<file path="config.mk">
export PLATFORM = sky130hd
export DESIGN_NAME = round_robin_arbiter_8_flat
export DESIGN_NICKNAME = d
export VERILOG_FILES = /design/src/rtl/round_robin_arbiter_8_if.sv /design/src/rtl/round_robin_arbiter_8.sv /design/src/flat_wrapper.sv
export SDC_FILE = /design/constraint.sdc
export NUM_CORES = 1
export LEC_CHECK = 0
export CAP_MARGIN = 15
export CELL_PAD_IN_SITES_DETAIL_PLACEMENT = 1
export CELL_PAD_IN_SITES_GLOBAL_PLACEMENT = 1
export CORE_AREA = 2 2 67 69
export DETAILED_ROUTE_END_ITERATION = 16
export DIE_AREA = 0 0 69 71
export PLACE_DENSITY = 0.77
export REMOVE_ABC_BUFFERS = 1
export SLEW_MARGIN = 20
export SYNTH_ARGS = -nofsm -noshare
export SYNTH_HDL_FRONTEND = slang
export SYNTH_SLANG_ARGS = --single-unit
</file>
<file path="constraint.sdc">
create_clock -name clk -period 4 [get_ports clk]
set_input_delay 0.8 -clock clk [delete_from_list [all_inputs] [get_ports clk]]
set_output_delay 0.8 -clock clk [all_outputs]
set_load 0.005 [all_outputs]
</file>
<file path="src/rtl/round_robin_arbiter_8_if.sv">
// Request/grant bundle for the 8-way round-robin arbiter.
// master drives requests and done; slave returns the registered grant.
interface round_robin_arbiter_8_if;
    logic [7:0] req;
    logic       done;
    logic [7:0] gnt;
    logic [2:0] gnt_idx;
    logic       gnt_valid;
    logic       timeout;

    modport master (
        output req,
        output done,
        input  gnt,
        input  gnt_idx,
        input  gnt_valid,
        input  timeout
    );

    modport slave (
        input  req,
        input  done,
        output gnt,
        output gnt_idx,
        output gnt_valid,
        output timeout
    );
endinterface

</file>
<file path="src/rtl/round_robin_arbiter_8.sv">
// 8-way round-robin arbiter with registered one-hot grant,
// bounded hold time and a forced-release timeout pulse.
module round_robin_arbiter_8 #(
    parameter int MAX_HOLD = 8
) (
    input logic                    clk,
    input logic                    rst_n,
    round_robin_arbiter_8_if.slave bus
);
    typedef enum logic {
        IDLE,
        GRANT
    } state_t;

    localparam logic [4:0] HOLD_LAST = 5'(MAX_HOLD - 1);

    state_t     state;
    state_t     state_nxt;
    logic [2:0] last;
    logic [2:0] last_nxt;
    logic [4:0] hcnt;
    logic [4:0] hcnt_nxt;
    logic [7:0] gnt;
    logic [7:0] gnt_nxt;
    logic [2:0] idx;
    logic [2:0] idx_nxt;
    logic       valid;
    logic       valid_nxt;
    logic       tmo;
    logic       tmo_nxt;

    logic [2:0] winner;
    logic [2:0] cand;
    logic       hit;
    logic       rel;
    logic       expire;

    // Scan starts one past the last owner and wraps 7 -> 0.
    always_comb begin
        winner = '0;
        hit    = 1'b0;
        cand   = '0;
        for (int i = 1; i <= 8; i++) begin
            cand = last + 3'(i);
            if (!hit && bus.req[cand]) begin
                hit    = 1'b1;
                winner = cand;
            end
        end
    end

    assign rel    = bus.done || !bus.req[idx];
    assign expire = (hcnt == HOLD_LAST);

    always_ff @(posedge clk or negedge rst_n) begin
        if (!rst_n) begin
            state <= IDLE;
            last  <= 3'd7;
            hcnt  <= '0;
            gnt   <= '0;
            idx   <= '0;
            valid <= 1'b0;
            tmo   <= 1'b0;
        end else begin
            state <= state_nxt;
            last  <= last_nxt;
            hcnt  <= hcnt_nxt;
            gnt   <= gnt_nxt;
            idx   <= idx_nxt;
            valid <= valid_nxt;
            tmo   <= tmo_nxt;
        end
    end

    always_comb begin
        state_nxt = state;
        case (state)
            IDLE:    if (hit) state_nxt = GRANT;
            GRANT:   if (rel || expire) state_nxt = IDLE;
            default: state_nxt = IDLE;
        endcase
    end

    always_comb begin
        last_nxt  = last;
        hcnt_nxt  = hcnt;
        gnt_nxt   = gnt;
        idx_nxt   = idx;
        valid_nxt = valid;
        tmo_nxt   = 1'b0;
        case (state)
            IDLE: begin
                gnt_nxt   = '0;
                idx_nxt   = '0;
                valid_nxt = 1'b0;
                hcnt_nxt  = '0;
                if (hit) begin
                    gnt_nxt   = 8'b1 << winner;
                    idx_nxt   = winner;
                    valid_nxt = 1'b1;
                    last_nxt  = winner;
                end
            end
            GRANT: begin
                // A voluntary release wins over an expiring hold.
                unique case (1'b1)
                    rel: begin
                        gnt_nxt   = '0;
                        idx_nxt   = '0;
                        valid_nxt = 1'b0;
                        hcnt_nxt  = '0;
                    end
                    (expire && !rel): begin
                        gnt_nxt   = '0;
                        idx_nxt   = '0;
                        valid_nxt = 1'b0;
                        hcnt_nxt  = '0;
                        tmo_nxt   = 1'b1;
                    end
                    default: hcnt_nxt = hcnt + 5'd1;
                endcase
            end
            default: begin
                gnt_nxt   = '0;
                idx_nxt   = '0;
                valid_nxt = 1'b0;
                hcnt_nxt  = '0;
            end
        endcase
    end

    assign bus.gnt       = gnt;
    assign bus.gnt_idx   = idx;
    assign bus.gnt_valid = valid;
    assign bus.timeout   = tmo;
endmodule

</file>
<file path="src/flat_wrapper.sv">
// flat-port wrapper written by rule: the top's interface ports become plain ports
module round_robin_arbiter_8_flat 
#(
    parameter int MAX_HOLD = 8
)
  (clk, rst_n, bus_req, bus_done, bus_gnt, bus_gnt_idx, bus_gnt_valid, bus_timeout);
  round_robin_arbiter_8_if bus_i ();
  input logic clk;
  input logic rst_n;
  input wire logic [$bits(bus_i.req)-1:0] bus_req;
  input wire logic [$bits(bus_i.done)-1:0] bus_done;
  output wire logic [$bits(bus_i.gnt)-1:0] bus_gnt;
  output wire logic [$bits(bus_i.gnt_idx)-1:0] bus_gnt_idx;
  output wire logic [$bits(bus_i.gnt_valid)-1:0] bus_gnt_valid;
  output wire logic [$bits(bus_i.timeout)-1:0] bus_timeout;
  assign bus_i.req = bus_req;
  assign bus_i.done = bus_done;
  assign bus_gnt = bus_i.gnt;
  assign bus_gnt_idx = bus_i.gnt_idx;
  assign bus_gnt_valid = bus_i.gnt_valid;
  assign bus_timeout = bus_i.timeout;
  round_robin_arbiter_8 #(.MAX_HOLD(MAX_HOLD)) u_core (.clk(clk), .rst_n(rst_n), .bus(bus_i));
endmodule
</file>
==> results.tsv <==
metric	value	unit
postLayoutCellArea	2090	um^2
ctsRootBufferMaster	sky130_fd_sc_hd__clkbuf_8	
cp_data_arrival_time	3.84	ns
cp.buffers_inverters	2	
critPathMaxStageDelay	0.73	ns
io_pins	24	
netlist_top_cells_area	sky130_fd_sc_hd__dfrtp_1 27%, sky130_fd_sc_hd__mux4_2 10%, sky130_fd_sc_hd__mux4_1 6.0%, sky130_fd_sc_hd__dfstp_2 4.5%, sky130_fd_sc_hd__mux2i_1 3.4%	
placement.setup.worst_slack	0.0945	ns
finalSetupViolCount	0	
report.final.hold_viol_count	0	
drive_above_1_share	20.1	%
max-clock-path-buffers	2	
synthTopCellsByCount	19 x sky130_fd_sc_hd__dfrtp_1, 13 x sky130_fd_sc_hd__nand2_1, 9 x sky130_fd_sc_hd__nor2_1, 8 x sky130_fd_sc_hd__mux4_2, 7 x sky130_fd_sc_hd__inv_1	
crit_fanout	12	
ff2ff_setup_slack	0.32	ns
clock_sinks	22	
startpoint_to_endpoint_class_of_the_critical_path	register to register	
postCtsSetupRepairBufs	0	
fin_setup_tns	0	ns
dieArea	4900	um^2
number_of_maximum_capacitance_constraint_violations	0	
global_route.usage.total	19.8	%
post_cts_resized	0	
die_height	71	um
core	4200	um^2
timing.critical_path.required	4.16	ns
path_delay_family	simple AND/OR/NAND/NOR gates	
worstReg2RegEnd	u_core.bus.gnt[6]	
cts_hold_buffers	0	
grt_first_pass_wirelength	7710	um
num_antenna_cells	0	
max_clock_freq	272	MHz
initial_utilization	41.5	%
timing.final.crit_period	3.68	ns
holdPathEnd	u_core.hcnt[0]	
relative_slew_slack	33.5	%
num_rows	24	
maximum_number_of_pins_on_one_net_before_global_route_repair	23	
min_from	u_core.hcnt[0]	
final.fill_count	479	
detail-route-antenna-nets	0	
synth_top_cell_area_share	27.2	%
gp_congestion	0.913	
critPathLaunchType	register	
synth.lib_cells_used.distinct	53	
vias_per_cell	6.22	
tritoncts	done	
floorplan.die.width	69	um
result_of_the_run	finished clean	
htree_levels	1	
number_of_global_route_vias_before_repair	1544	
iteration_0_drc_count_of_the_detailed_router	77	
grt.overflow.total	0	
slack_of_the_critical_path	0.317	ns
synth_seq_area_share	31.7	%
worstPathCellList	inv_1, ha_1, buf_4, mux4_1, or2_1, and4bb_1, and3_1, o21ai_1, a31oi_1, nor2_1, a32o_1	
tightest_slew	0.994	ns
synth-main-ff-cell	sky130_fd_sc_hd__dfrtp_1	
period_share	92.1	%
antenna_violations_before_repair	0	
reg2reg_from	u_core.last[0]	
worstSetupEndpointType	register	
number_of_register_bits_inferred_by_synthesis	22	
remaining_drc_errors	0	
port_buffers	23	
clkSlewWorstSetupHoldPaths	0.08	ns
route.final.wire_length	4750	um
syn-cell-area	1750	um^2
number_of_vias_after_detailed_routing	1468	
rsz0062_at_grt	no	
finalClockSkew	0.00335	ns
post_synth_inst_count	159	
detailed_place_hpwl	3630	um
synth_to_layout_area_growth	19.8	%
syn-mean-instance-area	11.0	um^2
synth_enable_flop_cells	0	
crit_path_slowest_cell	sky130_fd_sc_hd__dfstp_4	
holdCritPathClass	register to register	
timing_max_transition_violations_final	0	
synthesis.yosys.warnings	0	
firstDrtPassIters	4	
synth_area_leader_cell	sky130_fd_sc_hd__dfrtp_1	
asyncSetResetFlopFracSynth	100	%
post_dp_cell_area	2020	um^2
synth_most_common_cell	sky130_fd_sc_hd__dfrtp_1	
clkLatencyLatePin	0.27	ns
cts-buffers-inserted	3	
final_net_count	199	
hold_path_depth	1	
ff2ff_path_depth	11	
routedWlPerCell	20.1	um
## how the worst max path moves through the flow
stage,start,end,slack (ns),cells past startpoint
2_1_floorplan,u_core.last[1],u_core.bus.gnt[4],0.58,10
3_3_place_gp,bus_req[4],u_core.bus.gnt[4],0.21,9
3_5_place_dp,bus_req[4],u_core.bus.gnt[4],0.09,9
4_1_cts,u_core.last[0],u_core.bus.gnt[6],0.25,11
5_1_grt,u_core.last[0],u_core.bus.gnt[6],0.02,11
6_report,u_core.last[0],u_core.bus.gnt[6],0.32,11
## cells in the final DEF (no fill, tap or decap), types with 3 or more instances in the layout
cell | netlist | final
sky130_fd_sc_hd__o22ai_1 | 3 | 3
sky130_fd_sc_hd__and2_1 | 3 | 3
sky130_fd_sc_hd__mux4_1 | 4 | 4
sky130_fd_sc_hd__nor2b_1 | 3 | 3
sky130_fd_sc_hd__nand3_1 | 3 | 3
sky130_fd_sc_hd__o21ai_1 | 4 | 4
sky130_fd_sc_hd__clkdlybuf4s50_1 | 0 | 23
sky130_fd_sc_hd__mux2_2 | 5 | 5
sky130_fd_sc_hd__a22o_1 | 6 | 6
sky130_fd_sc_hd__ha_1 | 3 | 3
sky130_fd_sc_hd__clkbuf_8 | 0 | 3
sky130_fd_sc_hd__a21o_1 | 3 | 3
sky130_fd_sc_hd__dfrtp_1 | 19 | 19
sky130_fd_sc_hd__inv_1 | 7 | 7
sky130_fd_sc_hd__o21ai_0 | 4 | 4
sky130_fd_sc_hd__a21oi_1 | 5 | 5
sky130_fd_sc_hd__buf_4 | 0 | 4
sky130_fd_sc_hd__xnor2_1 | 3 | 3
sky130_fd_sc_hd__nor2_1 | 9 | 9
sky130_fd_sc_hd__mux2i_1 | 6 | 6
sky130_fd_sc_hd__nand2_1 | 13 | 13
sky130_fd_sc_hd__mux4_2 | 8 | 8
## flip-flops by register name, summed over array words and instances (netlist names)
register,cells
u_core.bus.gnt_idx,3
u_core.last,3
u_core.bus.gnt_valid,1
u_core.state,1
u_core.bus.timeout,1
u_core.hcnt,5
u_core.bus.gnt,8
## stage by stage
stage	hold slack (ns)	instances	util, %
global placement	0.451	232	48.0
detailed placement	0.463	232	48.0
global route	0.501	236	49.8
finish	0.470	236	49.8
CTS	0.473	236	49.7
floorplan	0.432	153	-
## cell type report
| class | instances | area, um^2 | area share [%] |
|---|---|---|---|
| inverter | 7 | 26.3 | 1.26 |
| clock buffer | 3 | 41.3 | 1.97 |
| timing repair buffer | 27 | 260 | 12.4 |
| multi-input combinational | 124 | 1110 | 53.1 |
| sequential | 22 | 558 | 26.7 |
| clock inverter | 1 | 30.0 | 1.43 |
| tap | 52 | 65.1 | 3.11 |
## layer usage
metal | vias to the layer above | GRT usage [%] | wire length [um]
li1 | 668 | - | -
met1 | 737 | 25.2 | 1950
met2 | 51 | 34.1 | 2470
met3 | 12 | 3.56 | 205
met4 | 0 | 6.54 | 119
met5 | - | 0 | 0
## cell families after synthesis
| family | share of synthesized area [%] |
|---|---|
| AO/OA/AOI/OAI | 19.6 |
| XOR/XNOR | 3.44 |
| adder cells (fa/ha/maj) | 2.15 |
| buffers and inverters | 4.58 |
| flip-flops | 31.7 |
| multiplexers | 23.8 |
| AND/OR/NAND/NOR | 14.7 |
Power is not shown: default switching activity piles up to over one toggle a cycle in this logic, so the estimate is an artifact.
